===== config.mk =====
export PLATFORM = sky130hd
export DESIGN_NAME = aesl_deadlock_param_monitor
export DESIGN_NICKNAME = d
export VERILOG_FILES = /design/src/rtl/aesl_deadlock_param_monitor.sv
export SDC_FILE = /design/constraint.sdc
export NUM_CORES = 1
export LEC_CHECK = 0
export CORE_ASPECT_RATIO = 0.75
export CORE_MARGIN = 4
export CORE_UTILIZATION = 40
export CTS_BUF_LIST = sky130_fd_sc_hd__clkbuf_4
export CTS_CLUSTER_DIAMETER = 60
export CTS_CLUSTER_SIZE = 16
export DETAILED_ROUTE_END_ITERATION = 10
export PLACE_DENSITY = 0.71
export SKIP_LAST_GASP = 1
export SYNTH_ARGS = -nofsm -noshare
export SYNTH_HDL_FRONTEND = slang
export SYNTH_SLANG_ARGS = --single-unit

===== constraint.sdc =====
create_clock -name clock -period 1.9 [get_ports clock]
set_clock_uncertainty 0.1 [all_clocks]
set_input_delay 0.475 -clock clock [delete_from_list [all_inputs] [get_ports clock]]
set_output_delay 0.475 -clock clock [all_outputs]
set_load 0.005 [all_outputs]

===== src/rtl/aesl_deadlock_param_monitor.sv =====
// Deadlock monitor: qualifies per-sub-instance block flags with their AXIS stall
// pairs and reports a deadlock after THRESH consecutive blocked cycles.
module aesl_deadlock_param_monitor #(
    parameter int unsigned NUM_SUB = 2,
    parameter int unsigned THRESH  = 1,
    parameter int unsigned STICKY  = 0,
    parameter int unsigned CNT_W   = 8,
    localparam int unsigned IDX_W  = (NUM_SUB > 1) ? $clog2(NUM_SUB) : 1
) (
    input  logic                   clock,
    input  logic                   reset,
    input  logic                   clear,
    input  logic [2*NUM_SUB-1:0]   axis_block_sigs,
    input  logic [NUM_SUB-1:0]     sub_block,
    output logic [2*NUM_SUB-1:0]   axis_block_info,
    output logic                   block,
    output logic [IDX_W-1:0]       first_idx,
    output logic [CNT_W-1:0]       event_cnt
);

    typedef enum logic [1:0] {IDLE, SUSPECT, BLOCKED} state_t;

    localparam logic [15:0] RUN_LAST = 16'(THRESH - 1);

    state_t               state_q, state_d;
    logic [15:0]          run_q, run_d;
    logic [2*NUM_SUB-1:0] info_q, info_d;
    logic [IDX_W-1:0]     first_q, first_d;
    logic [CNT_W-1:0]     cnt_q, cnt_d;

    logic [NUM_SUB-1:0]   cand;
    logic                 seq_block;
    logic [2*NUM_SUB-1:0] cap_info;
    logic [IDX_W-1:0]     cap_idx;
    logic                 found;

    always_comb begin
        cand     = '0;
        cap_info = '0;
        cap_idx  = '0;
        found    = 1'b0;
        for (int unsigned i = 0; i < NUM_SUB; i++) begin
            cand[i] = sub_block[i] & (axis_block_sigs[2*i] | axis_block_sigs[2*i+1]);
            cap_info[2*i +: 2] = axis_block_sigs[2*i +: 2] & {2{cand[i]}};
            if (cand[i] && !found) begin
                cap_idx = IDX_W'(i);
                found   = 1'b1;
            end
        end
        seq_block = |cand;
    end

    always_comb begin
        state_d = state_q;
        run_d   = run_q;
        info_d  = info_q;
        first_d = first_q;
        cnt_d   = cnt_q;
        if (clear) begin
            state_d = IDLE;
            run_d   = '0;
            info_d  = '0;
            first_d = '0;
        end else begin
            case (state_q)
                IDLE: begin
                    run_d = '0;
                    if (seq_block) begin
                        if (THRESH == 1) begin
                            state_d = BLOCKED;
                            info_d  = cap_info;
                            first_d = cap_idx;
                            cnt_d   = (cnt_q == '1) ? cnt_q : cnt_q + CNT_W'(1);
                        end else begin
                            state_d = SUSPECT;
                            run_d   = 16'd1;
                        end
                    end
                end
                SUSPECT: begin
                    if (!seq_block) begin
                        state_d = IDLE;
                        run_d   = '0;
                    end else if (run_q == RUN_LAST) begin
                        state_d = BLOCKED;
                        run_d   = '0;
                        info_d  = cap_info;
                        first_d = cap_idx;
                        cnt_d   = (cnt_q == '1) ? cnt_q : cnt_q + CNT_W'(1);
                    end else begin
                        run_d = run_q + 16'd1;
                    end
                end
                BLOCKED: begin
                    // Non-sticky mode tracks the live stall pattern; sticky mode freezes the snapshot.
                    if (STICKY == 0) begin
                        if (!seq_block) begin
                            state_d = IDLE;
                        end else begin
                            info_d = cap_info;
                        end
                    end
                end
                default: begin
                    state_d = IDLE;
                    run_d   = '0;
                end
            endcase
        end
    end

    always_ff @(posedge clock or posedge reset) begin
        if (reset) begin
            state_q <= IDLE;
            run_q   <= '0;
            info_q  <= '0;
            first_q <= '0;
            cnt_q   <= '0;
        end else begin
            state_q <= state_d;
            run_q   <= run_d;
            info_q  <= info_d;
            first_q <= first_d;
            cnt_q   <= cnt_d;
        end
    end

    assign block           = (state_q == BLOCKED);
    assign axis_block_info = block ? info_q : '0;
    assign first_idx       = first_q;
    assign event_cnt       = cnt_q;

endmodule

==> flow_metrics.tcl, run 1 <==
set metrics [dict create \
    grt_pass1_wl_um 2660 \
    wl_um 1490 \
    cp-end-kind "flop" \
    final_layout_size_suffix_gt1_share_pct 23.7 \
    drtAntennaViolNets 0 \
    cts.sinks 14 \
    htreeDepth 1 \
    vias 573 \
    ctsHoldBuffers 0 \
    final.fill_count 124 \
    status "completed" \
    ys_async_sr_fraction_pct 100 \
    slew_headroom_pct 65.7 \
    syn_area_per_cell_sq_um 11.1 \
    report.final.setup_viol 0 \
    synth_area_leader_cell "dfrtp_1" \
    synth_top_flop_cell "dfrtp_1" \
    fin_cells 118 \
    grt-ovfl-total 0 \
    yosys-top-cells-area "dfrtp_1 (50%), xor2_1 (6.3%), nor2_1 (4.8%)" \
    cp.arrival_ns 1.90 \
    viasPerCell 4.86 \
    cts_tree "done" \
    reg2reg_to "event_cnt[1]" \
    fin_util_pct 66.5 \
    cts.clk_slew.worst_paths_ns 0.08 \
    dieHeight_um 44.2 \
    rows 12 \
    ys_ff_latch 14 \
    area_delta_synth_final_pct 48.7 \
    place_ws_ns -0.241 \
    grt_usage_pct 14.3 \
    n_antenna_cell 0 \
    leakagePower_nw 0.475 \
    crit_fanout 5 \
    gp_congestion 0.729 \
    dp_hpwl_um 1180 \
    synth_edf_count 0 \
    core_sq_um 1560 \
    ff2ff_path_depth 5 \
    drtIter0Drc 2 \
    fmax_ghz 0.543 \
    port_buffers 22 \
    dpl_cell_area_sq_um 1000 \
    ys_types 24 \
    yosysSeqAreaShare_pct 50.2 \
    synth_cells 63 \
    yosys_warnings 0 \
    drc 0 \
    worst_slack_ns 0.0593 \
    hold_viol 0 \
    r2r_start "state_q[1]" \
    yosysMostFrequentCell "dfrtp_1" \
    dp.cells 113 \
    io_pins 23 \
    hp-class "primary input to asynchronous set/reset pin" \
    syn_area_sq_um 698 \
    worstMarginPinSlew_ns 0.513 \
    grt_start_max_net_pins 15 \
    hold_ws_ns 0.423 \
    ys_top_cells_by_count "dfrtp_1 (14), nor2_1 (9), xor2_1 (5)" \
    post-route-period-util_pct 96.9 \
    syn_nets 73 \
    synth_top_area_share_pct 50.2 \
    worst-r2r-setup-slack_ns 0.16 \
    firstDrtPassIters 4 \
    cts_buffer_depth 2 \
    rsz0062_at_grt "false" \
    cts_made_buffers 3 \
    cellPowerDensity_nw_per_um2 965 \
    peakVddDrop_mv 0.563 \
    drv_cap 0 \
    critPathKind "primary input to flop" \
    die_w_um 56.2 \
    first_global_vias 581 \
    clk_latency_ns 0.27 \
    finalCriticalPeriod_ns 1.84 \
    start_util_pct 44.7 \
    grt_antenna_before_repair 0 \
    finish.instance_area_sq_um 1040 \
    nets 109 \
    routedWlPerCell_um 12.6 \
    cp-start-kind "primary input" \
    crit_path_start "axis_block_sigs[1]" \
    cp.required_ns 1.96 \
    dieArea_sq_um 2480 \
    slew_violations 0 \
    root_buffer "clkbuf_4" \
    power.total_mw 1.00 \
    finalSetupTns_ns 0 \
]
where the power goes:
group / internal (mW) / switching, mW / total [mW]
logic: 0.229 / 0.139 / 0.368
registers: 0.374 / 0.0970 / 0.471
clock network: 0.0734 / 0.0886 / 0.162
total: 0.677 / 0.325 / 1.00
cells by family (layout without fill, tap and decap cells):
| logic type | Yosys count | count (layout) | synth area share, % |
|---|---|---|---|
| flip-flops | 14 | 14 | 50.2 |
| XOR/XNOR | 5 | 5 | 6.27 |
| adder cells (fa/ha/maj) | 1 | 1 | 1.79 |
| buffers and inverters | 2 | 36 | 1.07 |
| multiplexers | 1 | 1 | 1.61 |
| AO/OA/AOI/OAI | 12 | 12 | 13.6 |
| AND/OR/NAND/NOR | 28 | 28 | 25.4 |
cell usage in the layout, fill, tap and decap left out, types with 3 or more instances in the layout:
cell,count
a22oi_1,4
and2_1,4
buf_4,10
clkbuf_4,3
clkdlybuf4s50_1,18
dfrtp_1,13
dlygate4sd2_1,3
nand3_1,3
nor2_1,9
xor2_1,5
routing by layer:
metal	vias to the layer above	track usage [%]	wire [um]
li1	294	-	-
met1	267	17.2	698
met2	10	23.1	699
met3	2	6.71	79
met4	0	4.27	14
met5	-	0	0
worst max-delay path by stage:
stage                    endpoint  slack [ns]  cells after the start
2_1_floorplan        event_cnt[1]        0.24                      4
3_3_place_gp         event_cnt[1]       -0.22                      5
3_5_place_dp         event_cnt[1]       -0.24                      5
4_1_cts        axis_block_info[3]        0.03                      2
5_1_grt              event_cnt[3]       0.001                      1
6_report             event_cnt[1]        0.06                      5
worst max-delay path, cell delays in order:
cell and delay, ns:
clkdlybuf4s50_1 0.50, o21ai_2 0.08, a211o_4 0.37, nor2_2 0.14, mux2_1 0.33
sequential cells by signal, indices dropped and copies added, names as in the netlist:
register and flops:
event_cnt 8, info_q 4, first_idx 1, state_q 1
area by class of cell:
class,count,area [sq um],share of cell area [%]
flip-flops and latches,14,352,33.9
well taps,21,26.3,2.53
clock buffers,3,22.5,2.17
multi-input cells,47,340,32.8
repair buffers,32,294,28.3
inverters,1,3.75,0.361
repair_timing:
action / in CTS / in global routing
gates resized for setup: 4 / 1
gates cloned: 0 / 0
setup buffers: 2 / 0
setup endpoints to repair: 5 / 1
No activity file was read; power rests on OpenSTA's default activity.
==> run 2, diff against run 1 <==
--- a/config.mk
+++ b/config.mk
@@ -12,7 +12,7 @@
 export CTS_CLUSTER_DIAMETER = 60
 export CTS_CLUSTER_SIZE = 16
 export DETAILED_ROUTE_END_ITERATION = 10
-export PLACE_DENSITY = 0.71
+export PLACE_DENSITY = 0.68
 export SKIP_LAST_GASP = 1
 export SYNTH_ARGS = -nofsm -noshare
 export SYNTH_HDL_FRONTEND = slang
==> constraint.sdc (replaced) <==
create_clock -name clock -period 2.2 [get_ports clock]
set_clock_uncertainty 0.1 [all_clocks]
set_input_delay 0.55 -clock clock [delete_from_list [all_inputs] [get_ports clock]]
set_output_delay 0.55 -clock clock [all_outputs]
set_load 0.005 [all_outputs]
==> run 2 against run 1 <==
  * Critical path depth fell by 3
  * Clock-buffer cell count stayed put
  * Final cell count is 1.7% lower
  * Power is 13% lower
  * Largest power group unchanged
  * First-iteration DRC count rose to 4.0 times the previous value
  * Cell area down 1.7%
  * Hold slack improved by 0.0025 ns
  * Utilization decreased by 1.1 points
  * Register-to-register slack gained 0.46 ns
  * Sequential power decreased by 13%
  * Sequential cell count did not move
==> flow_metrics.tcl, run 2 (synthesis results as in run 1) <==
set metrics [dict create \
    status "completed" \
    fin_util_pct 65.4 \
    critPathKind "flop to output port" \
    hp-class "flop to flop" \
    cp_slowest_stage_delay_ns 0.50 \
    dp_hpwl_um 1210 \
    leakagePower_nw 0.430 \
    crit_fanout 9 \
    power.total_mw 0.871 \
    dieArea_sq_um 2480 \
    finalCriticalPeriod_ns 2.04 \
    drv_cap 0 \
    clk_latency_ns 0.28 \
    drtAntennaViolNets 0 \
    cellPowerDensity_nw_per_um2 853 \
    finish.instance_area_sq_um 1020 \
    slew_headroom_pct 64.4 \
    dp.cells 112 \
    grt_antenna_before_repair 0 \
    cts_made_buffers 3 \
    finalSetupTns_ns 0 \
    root_buffer "clkbuf_4" \
    layout_commonest_cell "clkdlybuf4s50_1" \
    start_util_pct 44.7 \
    grt_pass1_wl_um 2630 \
    cp-start-kind "flop" \
    power_frac_clock_pct 17.0 \
    cp_slowest_cell "clkdlybuf4s50_1" \
    cp.required_ns 1.55 \
    grt_start_max_net_pins 15 \
    cp-end-kind "output port" \
    slew_violations 0 \
    firstDrtPassIters 4 \
    worstMarginPinSlew_ns 0.534 \
    io_pins 23 \
    fmax_ghz 0.491 \
    final_layout_size_suffix_gt1_share_pct 21.1 \
    hold_viol 0 \
    fin_cells 116 \
    report.final.setup_viol 0 \
    core_sq_um 1560 \
    dpl_cell_area_sq_um 993 \
    first_global_vias 562 \
    cp_cell_sequence "and2_1 -> clkdlybuf4s50_1" \
    cts_buffer_depth 2 \
    worst_slack_ns 0.163 \
    hold_ws_ns 0.425 \
    viasPerCell 4.88 \
    p_comb_share_pct 36.0 \
    port_buffers 22 \
    routedWlPerCell_um 12.7 \
    gp_congestion 0.742 \
    p_switching_mw 0.286 \
    final_cell_mix "clkdlybuf4s50_1 (22), dfrtp_1 (13), nor2_1 (9)" \
    cts_tree "done" \
    drtIter0Drc 8 \
    grt-ovfl-total 0 \
    cts.clk_slew.worst_paths_ns 0.09 \
    p_sw_share_pct 32.8 \
    area_delta_synth_final_pct 46.2 \
    peakVddDrop_mv 0.499 \
    post-route-period-util_pct 92.6 \
    worst-r2r-setup-slack_ns 0.62 \
    rsz0062_at_grt "false" \
    rows 12 \
    n_antenna_cell 0 \
    power_frac_seq_pct 47.0 \
    largest_reg_flops 8 \
    drc 0 \
    cp.arrival_ns 1.39 \
    grt_usage_pct 13.6 \
    place_ws_ns -0.00696 \
    wl_um 1470 \
    htreeDepth 1 \
    cts.sinks 14 \
    dieHeight_um 44.2 \
    vias 566 \
    intPower_mw 0.585 \
    ctsHoldBuffers 0 \
    die_w_um 56.2 \
    nets 106 \
]
## run 2: layout make-up
class                      instances  area (sq um)
fill                             137           541
sequential                        14           352
multi-input combinational         47           340
timing repair buffer              29           273
tap                               21          26.3
clock buffer                       3          22.5
clock inverter                     1          3.75
inverter                           1          3.75
## run 2: what timing repair did
| item | 4_1_cts | 5_1_grt |
|---|---|---|
| setup buffers | 0 | 0 |
| resized for setup | 0 | 1 |
| setup endpoints to repair | 0 | 3 |
## run 2: worst paths after layout
| kind | startpoint | depth (start not counted) | to |
|---|---|---|---|
| max | state_q[1] | 2 | axis_block_info[2] |
| min in group asynchronous | reset | 2 | info_q[3] |
| min reg2reg | event_cnt[7] | 1 | event_cnt[7] |
| max in group asynchronous | reset | 2 | state_q[1] |
| max reg2reg | event_cnt[0] | 5 | event_cnt[1] |
| min | event_cnt[7] | 1 | event_cnt[7] |
## run 2: power groups by stage
| stage | logic [mW] | registers [mW] | clock network [mW] |
|---|---|---|---|
| finish | 0.313 | 0.409 | 0.148 |
| global route | 0.344 | 0.432 | 0.172 |
| global placement | 0.309 | 0.414 | 0 |
| CTS | 0.318 | 0.411 | 0.157 |
| floorplan | 0.129 | 0.405 | 0 |
| detailed placement | 0.317 | 0.416 | 0 |
## run 2: routing by layer
| layer | vias to the layer above | wire length [um] | track usage (%) |
|---|---|---|---|
| li1 | 293 | - | - |
| met1 | 259 | 721 | 18.8 |
| met2 | 14 | 661 | 21.2 |
| met3 | 0 | 87 | 5.25 |
| met4 | 0 | 0 | 1.42 |
| met5 | - | 0 | 0 |
## run 2: critical path: cells and delay by family, from the launching register on
family	cells	cell delay (ns)
buf+inv	1	0.50
flops	1	0.45
simple gates	1	0.15
==> run 3, diff against run 2 <==
--- a/config.mk
+++ b/config.mk
@@ -14,6 +14,7 @@
 export DETAILED_ROUTE_END_ITERATION = 10
 export PLACE_DENSITY = 0.68
 export SKIP_LAST_GASP = 1
+export SLEW_MARGIN = 20
 export SYNTH_ARGS = -nofsm -noshare
 export SYNTH_HDL_FRONTEND = slang
 export SYNTH_SLANG_ARGS = --single-unit
==> constraint.sdc (replaced) <==
create_clock -name clock -period 2.32 [get_ports clock]
set_clock_uncertainty 0.1 [all_clocks]
set_input_delay 0.58 -clock clock [delete_from_list [all_inputs] [get_ports clock]]
set_output_delay 0.58 -clock clock [all_outputs]
set_load 0.005 [all_outputs]
==> run 3 against run 2 <==
  * Sequential cell count did not move
  * Hold slack improved by 0.0021 ns
  * Via count increased by 1.9%
  * Setup slack worse by 0.026 ns
  * Die area stayed put
  * Sequential power is 4.9% lower
  * First-iteration DRC count increased by 50%
  * Combinational power down 6%
  * Critical path depth is the same
  * Routed wire length up 6.6%
  * Critical path type unchanged
  * Largest power group unchanged
  * Highest routed layer is now met4
==> flow_metrics.tcl, run 3 (synthesis results as in run 1) <==
set metrics [dict create \
    dieArea_sq_um 2480 \
    ctsHoldBuffers 0 \
    ff2ff_path_depth 3 \
    cts_made_buffers 3 \
    first_global_vias 573 \
    worstMarginPinSlew_ns 0.525 \
    area_delta_synth_final_pct 43.9 \
    rsz0062_at_grt "false" \
    final_layout_size_suffix_gt1_share_pct 18.3 \
    port_buffers 22 \
    cts_setup_buffers 0 \
    fin_util_pct 64.3 \
    hp-class "flop to flop" \
    dp_hpwl_um 1220 \
    register_area_sq_um 350 \
    r2r_start "state_q[1]" \
    nets 104 \
    root_buffer "clkbuf_4" \
    hold_viol 0 \
    dieHeight_um 44.2 \
    grt_pass1_wl_um 2630 \
    rows 12 \
    cts_buffer_depth 2 \
    viasPerCell 5.06 \
    cp_slowest_cell "dfrtp_1" \
    crit_fanout 9 \
    final.fill_count 143 \
    cellPowerDensity_nw_per_um2 822 \
    hp-start "info_q[2]" \
    die_w_um 56.2 \
    clk_latency_ns 0.28 \
    gp_congestion 0.717 \
    cp.depth 2 \
    reg2reg_to "event_cnt[1]" \
    fmax_ghz 0.458 \
    htreeDepth 1 \
    critPathKind "flop to output port" \
    final_cell_mix "clkdlybuf4s50_1 (22), dfrtp_1 (14), nor2_1 (9)" \
    cp-start-kind "flop" \
    leakagePower_nw 0.421 \
    grt-ovfl-total 0 \
    report.final.setup_viol 0 \
    layout_commonest_cell "clkdlybuf4s50_1" \
    drtIter0Drc 12 \
    slew_violations 0 \
    n_antenna_cell 0 \
    wl_um 1570 \
    multi_input_area_sq_um 340 \
    vias 577 \
    grt_usage_pct 14.3 \
    finalCriticalPeriod_ns 2.18 \
    drtAntennaViolNets 0 \
    grt_start_max_net_pins 15 \
    cp-end-kind "output port" \
    cp_slowest_stage_delay_ns 0.53 \
    cp.required_ns 1.64 \
    drc 0 \
    core_sq_um 1560 \
    cts_resized 0 \
    holdPathEnd "info_q[2]" \
    cp.arrival_ns 1.50 \
    power.total_mw 0.825 \
    worst-r2r-setup-slack_ns 0.69 \
    path_delay_family "flip-flops" \
    post-route-period-util_pct 94.1 \
    cp_cell_sequence "and2_1 -> clkdlybuf4s50_1" \
    io_pins 23 \
    finalSetupTns_ns 0 \
    grt_antenna_before_repair 0 \
    cts.sinks 14 \
    routedWlPerCell_um 13.7 \
    peakVddDrop_mv 0.584 \
    cts.clk_slew.worst_paths_ns 0.08 \
    drv_cap 0 \
    finish.instance_area_sq_um 1000 \
    holdPathStages 2 \
    dpl_cell_area_sq_um 978 \
    firstDrtPassIters 6 \
    largest_reg_flops 8 \
    status "completed" \
    hold_ws_ns 0.427 \
    path_buf_inv 1 \
    slew_headroom_pct 65.0 \
    cts_tree "done" \
    start_util_pct 44.7 \
]
## run 3: per-layer routing
metal	wire, um	vias to the layer above	global-route usage, %	part of all wire (%)
li1	-	289	-	-
met1	797	266	18.4	51
met2	667	17	21.4	43
met3	78	5	6.12	5.0
met4	24	0	5.69	1.5
met5	0	-	0	0
## run 3: worst max-delay path by stage
stage            startpoint                 end  slack [ns]
3_3_place_gp   sub_block[0]        event_cnt[1]        0.03
6_report         state_q[1]  axis_block_info[2]        0.14
3_5_place_dp   sub_block[0]        event_cnt[1]       0.008
2_1_floorplan         clear        event_cnt[1]        0.56
4_1_cts          state_q[1]  axis_block_info[2]        0.12
5_1_grt          state_q[1]  axis_block_info[2]        0.07
## run 3: metrics by stage
stage	setup slack [ns]	std cells
floorplan	0.555	63
global placement	0.0342	110
detailed placement	0.00756	110
CTS	0.124	114
global route	0.0659	114
finish	0.137	114
## run 3: layout make-up
type | count | share of cell area, %
Multi-Input combinational cell | 47 | 33.9
Clock inverter | 1 | 0.374
Clock buffer | 3 | 2.24
Inverter | 1 | 0.374
Tap cell | 21 | 2.62
Sequential cell | 14 | 34.9
Timing Repair Buffer | 27 | 25.7
## run 3: worst min-delay path, delay by kind of cell (launching register included)
kind,cells,cell delay [ns]
flip-flops,1,0.34
AND/OR/NAND/NOR,1,0.09
AO/OA/AOI/OAI,1,0.06
## run 3: report_power, final
part	internal [mW]	switching, mW	leakage [nW]
clock network	0.0625	0.0790	0.0154
registers	0.306	0.0829	0.178
logic	0.183	0.112	0.228
